==> config.mk <==
export PLATFORM = sky130hd
export DESIGN_NAME = fetch_unit
export DESIGN_NICKNAME = d
export VERILOG_FILES = /design/src/rtl/fetch_unit.sv
export SDC_FILE = /design/constraint.sdc
export NUM_CORES = 1
export LEC_CHECK = 0
export CAP_MARGIN = 5
export CORE_MARGIN = 2
export CORE_UTILIZATION = 51
export CTS_CLUSTER_SIZE = 30
export DETAILED_ROUTE_END_ITERATION = 6
export PLACE_DENSITY = 0.89
export SYNTH_ARGS = -nofsm -noshare
export SYNTH_HDL_FRONTEND = slang
export SYNTH_SLANG_ARGS = --single-unit
==> constraint.sdc <==
create_clock -name clk -period 5.45 [get_ports clk]
set_clock_uncertainty 0.2 [all_clocks]
set_input_delay 0.545 -clock clk [delete_from_list [all_inputs] [get_ports clk]]
set_output_delay 0.545 -clock clk [all_outputs]
set_load 0.02 [all_outputs]
==> src/rtl/fetch_unit.sv <==
// rtl/fetch_unit.sv - MIPS instruction fetch and sequencing block with next-PC logic and fetch timeout
module fetch_unit #(
  parameter logic [31:0] RESET_PC = 32'h0000_0000,
  parameter int unsigned MAX_WAIT = 15
) (
  input  logic        clk,
  input  logic        rst,
  output logic        imemReq,
  output logic [31:0] imemAddr,
  input  logic        imemValid,
  input  logic [31:0] imemData,
  output logic [31:0] instr,
  output logic [5:0]  opCode,
  output logic        instrValid,
  input  logic        branch,
  input  logic        jump,
  input  logic        zero,
  input  logic        hold,
  output logic [31:0] pc,
  output logic        fault
);

  typedef enum logic [1:0] {
    S_IDLE  = 2'd0,
    S_FETCH = 2'd1,
    S_ISSUE = 2'd2,
    S_HALT  = 2'd3
  } state_t;

  // PC is word aligned; the low two bits of the reset vector are dropped.
  localparam logic [31:0] PC_INIT    = {RESET_PC[31:2], 2'b00};
  localparam logic [7:0]  WAIT_LIMIT = 8'(MAX_WAIT);

  state_t      r_state;
  state_t      w_state_nxt;
  logic [31:0] r_pc;
  logic [31:0] r_instr;
  logic [7:0]  r_wait;
  logic        r_fault;

  logic        w_load_instr;
  logic        w_load_pc;
  logic        w_wait_clr;
  logic        w_wait_step;
  logic        w_set_fault;
  logic [7:0]  w_wait_inc;
  logic        w_timeout;

  logic [31:0] w_pc_plus4;
  logic [31:0] w_branch_off;
  logic [31:0] w_branch_tgt;
  logic [31:0] w_jump_tgt;
  logic [31:0] w_pc_next;

  // Wait counter never exceeds MAX_WAIT-1 while fetching, so the increment cannot wrap.
  assign w_wait_inc = r_wait + 8'd1;
  assign w_timeout  = (w_wait_inc == WAIT_LIMIT);

  // Next-PC candidates; jump takes priority over a taken branch.
  assign w_pc_plus4   = r_pc + 32'd4;
  assign w_branch_off = {{14{r_instr[15]}}, r_instr[15:0], 2'b00};
  assign w_branch_tgt = w_pc_plus4 + w_branch_off;
  assign w_jump_tgt   = {w_pc_plus4[31:28], r_instr[25:0], 2'b00};

  // Select the PC that follows the instruction currently in ISSUE.
  always_comb begin
    w_pc_next = w_pc_plus4;
    if (jump) begin
      w_pc_next = w_jump_tgt;
    end else if (branch && zero) begin
      w_pc_next = w_branch_tgt;
    end
  end

  // Sequencer next-state and datapath load enables.
  always_comb begin
    w_state_nxt  = r_state;
    w_load_instr = 1'b0;
    w_load_pc    = 1'b0;
    w_wait_clr   = 1'b0;
    w_wait_step  = 1'b0;
    w_set_fault  = 1'b0;
    case (r_state)
      S_IDLE: begin
        w_wait_clr  = 1'b1;
        w_state_nxt = S_FETCH;
      end
      S_FETCH: begin
        // A response on the limit cycle still counts as a successful fetch.
        if (imemValid) begin
          w_load_instr = 1'b1;
          w_wait_clr   = 1'b1;
          w_state_nxt  = S_ISSUE;
        end else begin
          w_wait_step = 1'b1;
          if (w_timeout) begin
            w_set_fault = 1'b1;
            w_state_nxt = S_HALT;
          end
        end
      end
      S_ISSUE: begin
        if (!hold) begin
          w_load_pc   = 1'b1;
          w_state_nxt = S_FETCH;
        end
      end
      S_HALT: begin
        w_state_nxt = S_HALT;
      end
      default: begin
        w_state_nxt = S_IDLE;
      end
    endcase
  end

  // State register.
  always_ff @(posedge clk) begin
    if (rst) begin
      r_state <= S_IDLE;
    end else begin
      r_state <= w_state_nxt;
    end
  end

  // Program counter: advances only when the issued instruction is released.
  always_ff @(posedge clk) begin
    if (rst) begin
      r_pc <= PC_INIT;
    end else if (w_load_pc) begin
      r_pc <= {w_pc_next[31:2], 2'b00};
    end
  end

  // Instruction latch: captured on the FETCH to ISSUE transition only.
  always_ff @(posedge clk) begin
    if (rst) begin
      r_instr <= 32'd0;
    end else if (w_load_instr) begin
      r_instr <= imemData;
    end
  end

  // Consecutive wait-cycle counter for the current fetch.
  always_ff @(posedge clk) begin
    if (rst || w_wait_clr) begin
      r_wait <= 8'd0;
    end else if (w_wait_step) begin
      r_wait <= w_wait_inc;
    end
  end

  // Sticky fault flag; cleared only by reset.
  always_ff @(posedge clk) begin
    if (rst) begin
      r_fault <= 1'b0;
    end else if (w_set_fault) begin
      r_fault <= 1'b1;
    end
  end

  assign imemReq    = (r_state == S_FETCH);
  assign imemAddr   = r_pc;
  assign instrValid = (r_state == S_ISSUE);
  assign instr      = r_instr;
  assign opCode     = r_instr[31:26];
  assign pc         = r_pc;
  assign fault      = r_fault;

endmodule

* Word level (Yosys, flattened, before mapping)
Index checks and enable logic that the tools add are counted.
** Storage, ports and cells
- Logic and storage cells :: 34
- Register bits after elaboration :: 73
- Output and inout port bits :: 105
** Cells by class
- Reductions and logical operators :: 4
- Equal/unequal tests :: 6
- Muxes and demuxes :: 16
- Add/sub/neg operators :: 3
** Operator list (number)
- $mux 32 :: 2
- $add 32x3->32 const B :: 1
- $add 32x32->32 :: 1
- $mux 1 :: 9
- $add 8x1->8 const B :: 1
- $eq 8x4->1 const B :: 1
- $pmux 2 s4 :: 1
- $mux 2 :: 3
- $eq 2x2->1 const B :: 2
- $ne 3x1->1 const B :: 1
- $eq 2x1->1 const B :: 1
- $logic_not 2->1 :: 1
- $ne 2x2->1 const B :: 1
- $pmux 1 s2 :: 1
- $reduce_and 2->1 :: 1
- $logic_and 1x1->1 :: 1
- $logic_or 1x1->1 :: 1

* Depth between registers and ports, before layout
- Depth in word-level cells :: 5
- Mapped depth :: 16

* Worst setup path before layout
No wires, ideal clock.
- Kind :: reg2reg
- Start :: register r_pc[4] (netlist: imemAddr[4])
- End :: register r_pc[31] (netlist: imemAddr[31])
- Stages on the path, launching flop included :: 17
- Arrival :: 3.697 ns
- Required time :: 5.129 ns
- Buffers on the path :: 2
- Period minus slack after synthesis :: 4.017 ns
- Slack :: 1.433 ns
- Path through :: dfxtp_1 > and4_4 > and4_1 > buf_4 > and4_1 > buf_4 > nand3_1 > xnor2_1 > ha_1 > nand2_1 > nor3_1 > or4b_1 > a21oi_1 > nor2_1 > mux2_2 > nor4_2 > mux2_2
** On the way
- Longest elaborated chain between the ends :: 4
** Ends and longest elaborated chain
- from (decl) :: RTL line 36 : logic [31:0] r_pc;
- from (signal assigned) :: RTL line 131 : r_pc <= {w_pc_next[31:2], 2'b00};
- $add 32x3->32 * :: RTL line 60 : assign w_pc_plus4 = r_pc + 32'd4;
- $add 32x32->32 :: RTL line 62 : assign w_branch_tgt = w_pc_plus4 + w_branch_off;
- $mux 32 :: RTL line 70 : end else if (branch && zero) begin
- $mux 32 * :: RTL line 68 : if (jump) begin
Every way passes the cells marked *; elsewhere a longest branch is shown, timed or not.
A chain may end at the register's enable or synchronous reset.

* Worst setup path in the final report
- Start :: register r_pc[5] (netlist: imemAddr[5])
- End :: register r_pc[31] (netlist: imemAddr[31])
Same word-level chain as after synthesis.

==> impl_results.md <==
* Status: complete, no violations
* Unrepaired setup endpoints after global routing: no
* Worst r2r path cells at 14
* Boundary Pins at 144
* Crit end category: flop
* CP arrival at 4.34 ns
* Slew HR at 0.255
* Metal2 WL at 7880 µm
* Area Overhead vs Synth at 26.3%
* Routed Antenna Nets at 0
* Power per Cell Area at 209 nW/µm²
* Global-route wire length before repair at 27900 µm
* Finished Layout Cells at 1006
* Delay-heaviest family, CP: simple AND/OR/NAND/NOR gates
* Seq/Total Area, Yosys at 0.253
* Post-Syn Area per Cell at 7.41 µm²
* Tcrit/Tclk final at 0.791
* GRT Util Overall at 0.274
* # H-tree levels at 3
* DR WL met3 at 1780 µm
* Hold Path Class: flop to flop
* Largest cells by area after synthesis: dfxtp_1, nand2_1, ha_1
* DRC at 0
* Final hold vios at 0
* Highest routed layer: met4
* Die Y at 110 µm
* Fin crit period at 4.31 ns
* Yosys top cell by area: dfxtp_1
* Tot Pwr at 0.00152 W
* Diode count at 0
* Post-synthesis cell area at 5780 µm²
* Final nets at 941
* Slew Viols, Final at 0
* Vias per std cell at 6.09
* TritonCTS clock tree: done
* Hold depth at 2
* Post-synth top flop: dfxtp_1
* Critical path depth at 14
* Hold buffers post-CTS at 0
* Cells along the critical path: and4_4 > and4_1 > and4_1 > nand3_1 > xnor2_1 > ha_1 > nand2_1 > nor3_1 > or4b_1 > a21oi_1 > nor2_1 > mux2_2 > nor4_2 > mux2_2
* Initial drt markers at 498
* Core region area at 10900 µm²
* Met1 Routed Length at 7380 µm
* Area of the die at 12200 µm²
* Std cell rows at 38
* Worst Path Max Fanout at 7
* Seq cells post-synth at 73
* Largest net degree at the start of global routing at 64
* Clock-pin transition on the worst setup and hold timing paths at 0.06 ns
* Clock root cell: clkbuf_16
* GP Congestion at 0.956
* Most frequent cells in the layout: clkdlybuf4s50_1, nand2_1, a21oi_1
* Max Buffers Root-to-Sink at 2
* DIE WIDTH at 110 µm
* Startpoint types: flop
* Setup TNS Final at 0 ns
* Remaining global-route overflow at 0
* Routed WL at 17500 µm
* DRT Pass-1 Iters at 6
* Post-CTS resize count at 0
* Post-CTS Setup Inserts at 0
* DP Wirelength at 12700 µm
* Per-cell routed wire length at 17.4 µm
* Initial core utilization at 0.528
* Cells after synthesis at 780
* Ys Warns at 0
* Inst Count DP at 991
* Worst EP required at 5.48 ns
* Number of max-cap violations at 0
* Vias in the first global route at 5618
* Clock Sinks at 73
* WS Path Type: flop to flop
* Critical path's slowest cell: dfxtp_1
* VDD IR max at 0.000146 V
* Fmax achieved at 232 MHz
* Final setup violation count at 0
* Post-synth EDFFs at 0
* I/O Buffers at 139
* Layout cell share with drive strength beyond 1 at 0.0462
* Initial antenna violation count at 0
* Bufs and invs on worst path at 0
* Slew @ Worst Pin at 1.11 ns
* Clock latency on the worst-skew pair at 0.34 ns
* Synth cell types at 65
* Reg-to-reg setup timing slack at 1.14 ns
* Commonest non-fill, non-tap cell in the layout: clkdlybuf4s50_1
* Largest stage delay, worst path at 0.46 ns
* Top-area cell type share of the netlist area at 0.253
* Via Count at 6122
* Post-synth ARST share at 0
* Cts bufs inserted at 9
* Leakage Power at 2.82 nW
==> Yosys cell counts, drive strengths merged, types with 3 or more instances <==
cell type and count:
o221a 3, or3 4, nor4 3, a211oi 8, and4 11, nor2 57, a31oi 10, clkbuf 32
a21oi 85, and3 15, o21a 6, nand4 14, o211ai 12, inv 7, nand2b 6, dfxtp 73
nor3 17, buf 47, and2 6, nand2 136, o221ai 3, o21ai 32, nor2b 12, a21o 12
a31o 3, a221oi 3, mux2i 4, xor2 20, xnor2 35, o31ai 6, ha 39, or2 3
nand3 22
==> worst paths after layout <==
path / start / endpoint
max reg2reg: imemAddr[5] / imemAddr[31]
max: imemAddr[5] / imemAddr[31]
min reg2reg: instr[26] / instr[26]
min: instr[26] / instr[26]
==> registers in the layout, summed over array words and instances, names as in the netlist <==
signal and flops:
instr 32, imemAddr 30, r_wait 8, r_state 2
fault 1
==> metrics by stage <==
stage	utilization	hold slack (ns)	worst slack, ns	area (µm²)
6_report	0.667	0.274	1.14	7300
5_1_grt	0.667	0.298	0.924	7300
4_1_cts	0.667	0.275	1.17	7300
3_5_place_dp	0.636	0.264	1.19	6960
3_3_place_gp	0.636	0.260	1.28	6960
2_1_floorplan	-	0.280	1.43	5790
==> power by group <==
group	leakage, nW	switching (W)	internal, W
Combinational	2.07	0.000139	0.000106
Sequential	0.592	0.0000266	0.000551
Clock	0.166	0.000253	0.000448
Total	2.82	0.000419	0.00111
==> worst register-to-register path: cells and delay by family (launching register included) <==
kind | cells | cell delay, ns
compound gates | 1 | 0.13
xor+xnor | 1 | 0.16
fa+ha+maj | 1 | 0.36
flops | 1 | 0.46
mux | 2 | 0.65
simple gates | 9 | 2.26
==> final cells by class <==
type	count	area [µm²]
repair buffers	147	1450
clock inverters	6	116
inverters	7	26.3
fillers	917	3640
clock buffers	9	225
well taps	140	175
multi-input cells	624	3850
flip-flops and latches	73	1460
==> cells by family after synthesis <==
logic type | synth area share
compound gates | 0.225
fa+ha+maj | 0.0879
simple gates | 0.255
other cells | 0.000649
buf+inv | 0.0840
mux | 0.0108
flops | 0.253
xor+xnor | 0.0834
==> metal layers <==
| metal | up-vias | track usage |
|---|---|---|
| li1 | 2915 | - |
| met1 | 2823 | 0.368 |
| met2 | 336 | 0.429 |
| met3 | 48 | 0.0598 |
| met4 | 0 | 0.107 |
| met5 | - | 0 |
Power figures use the tool's default switching activity.
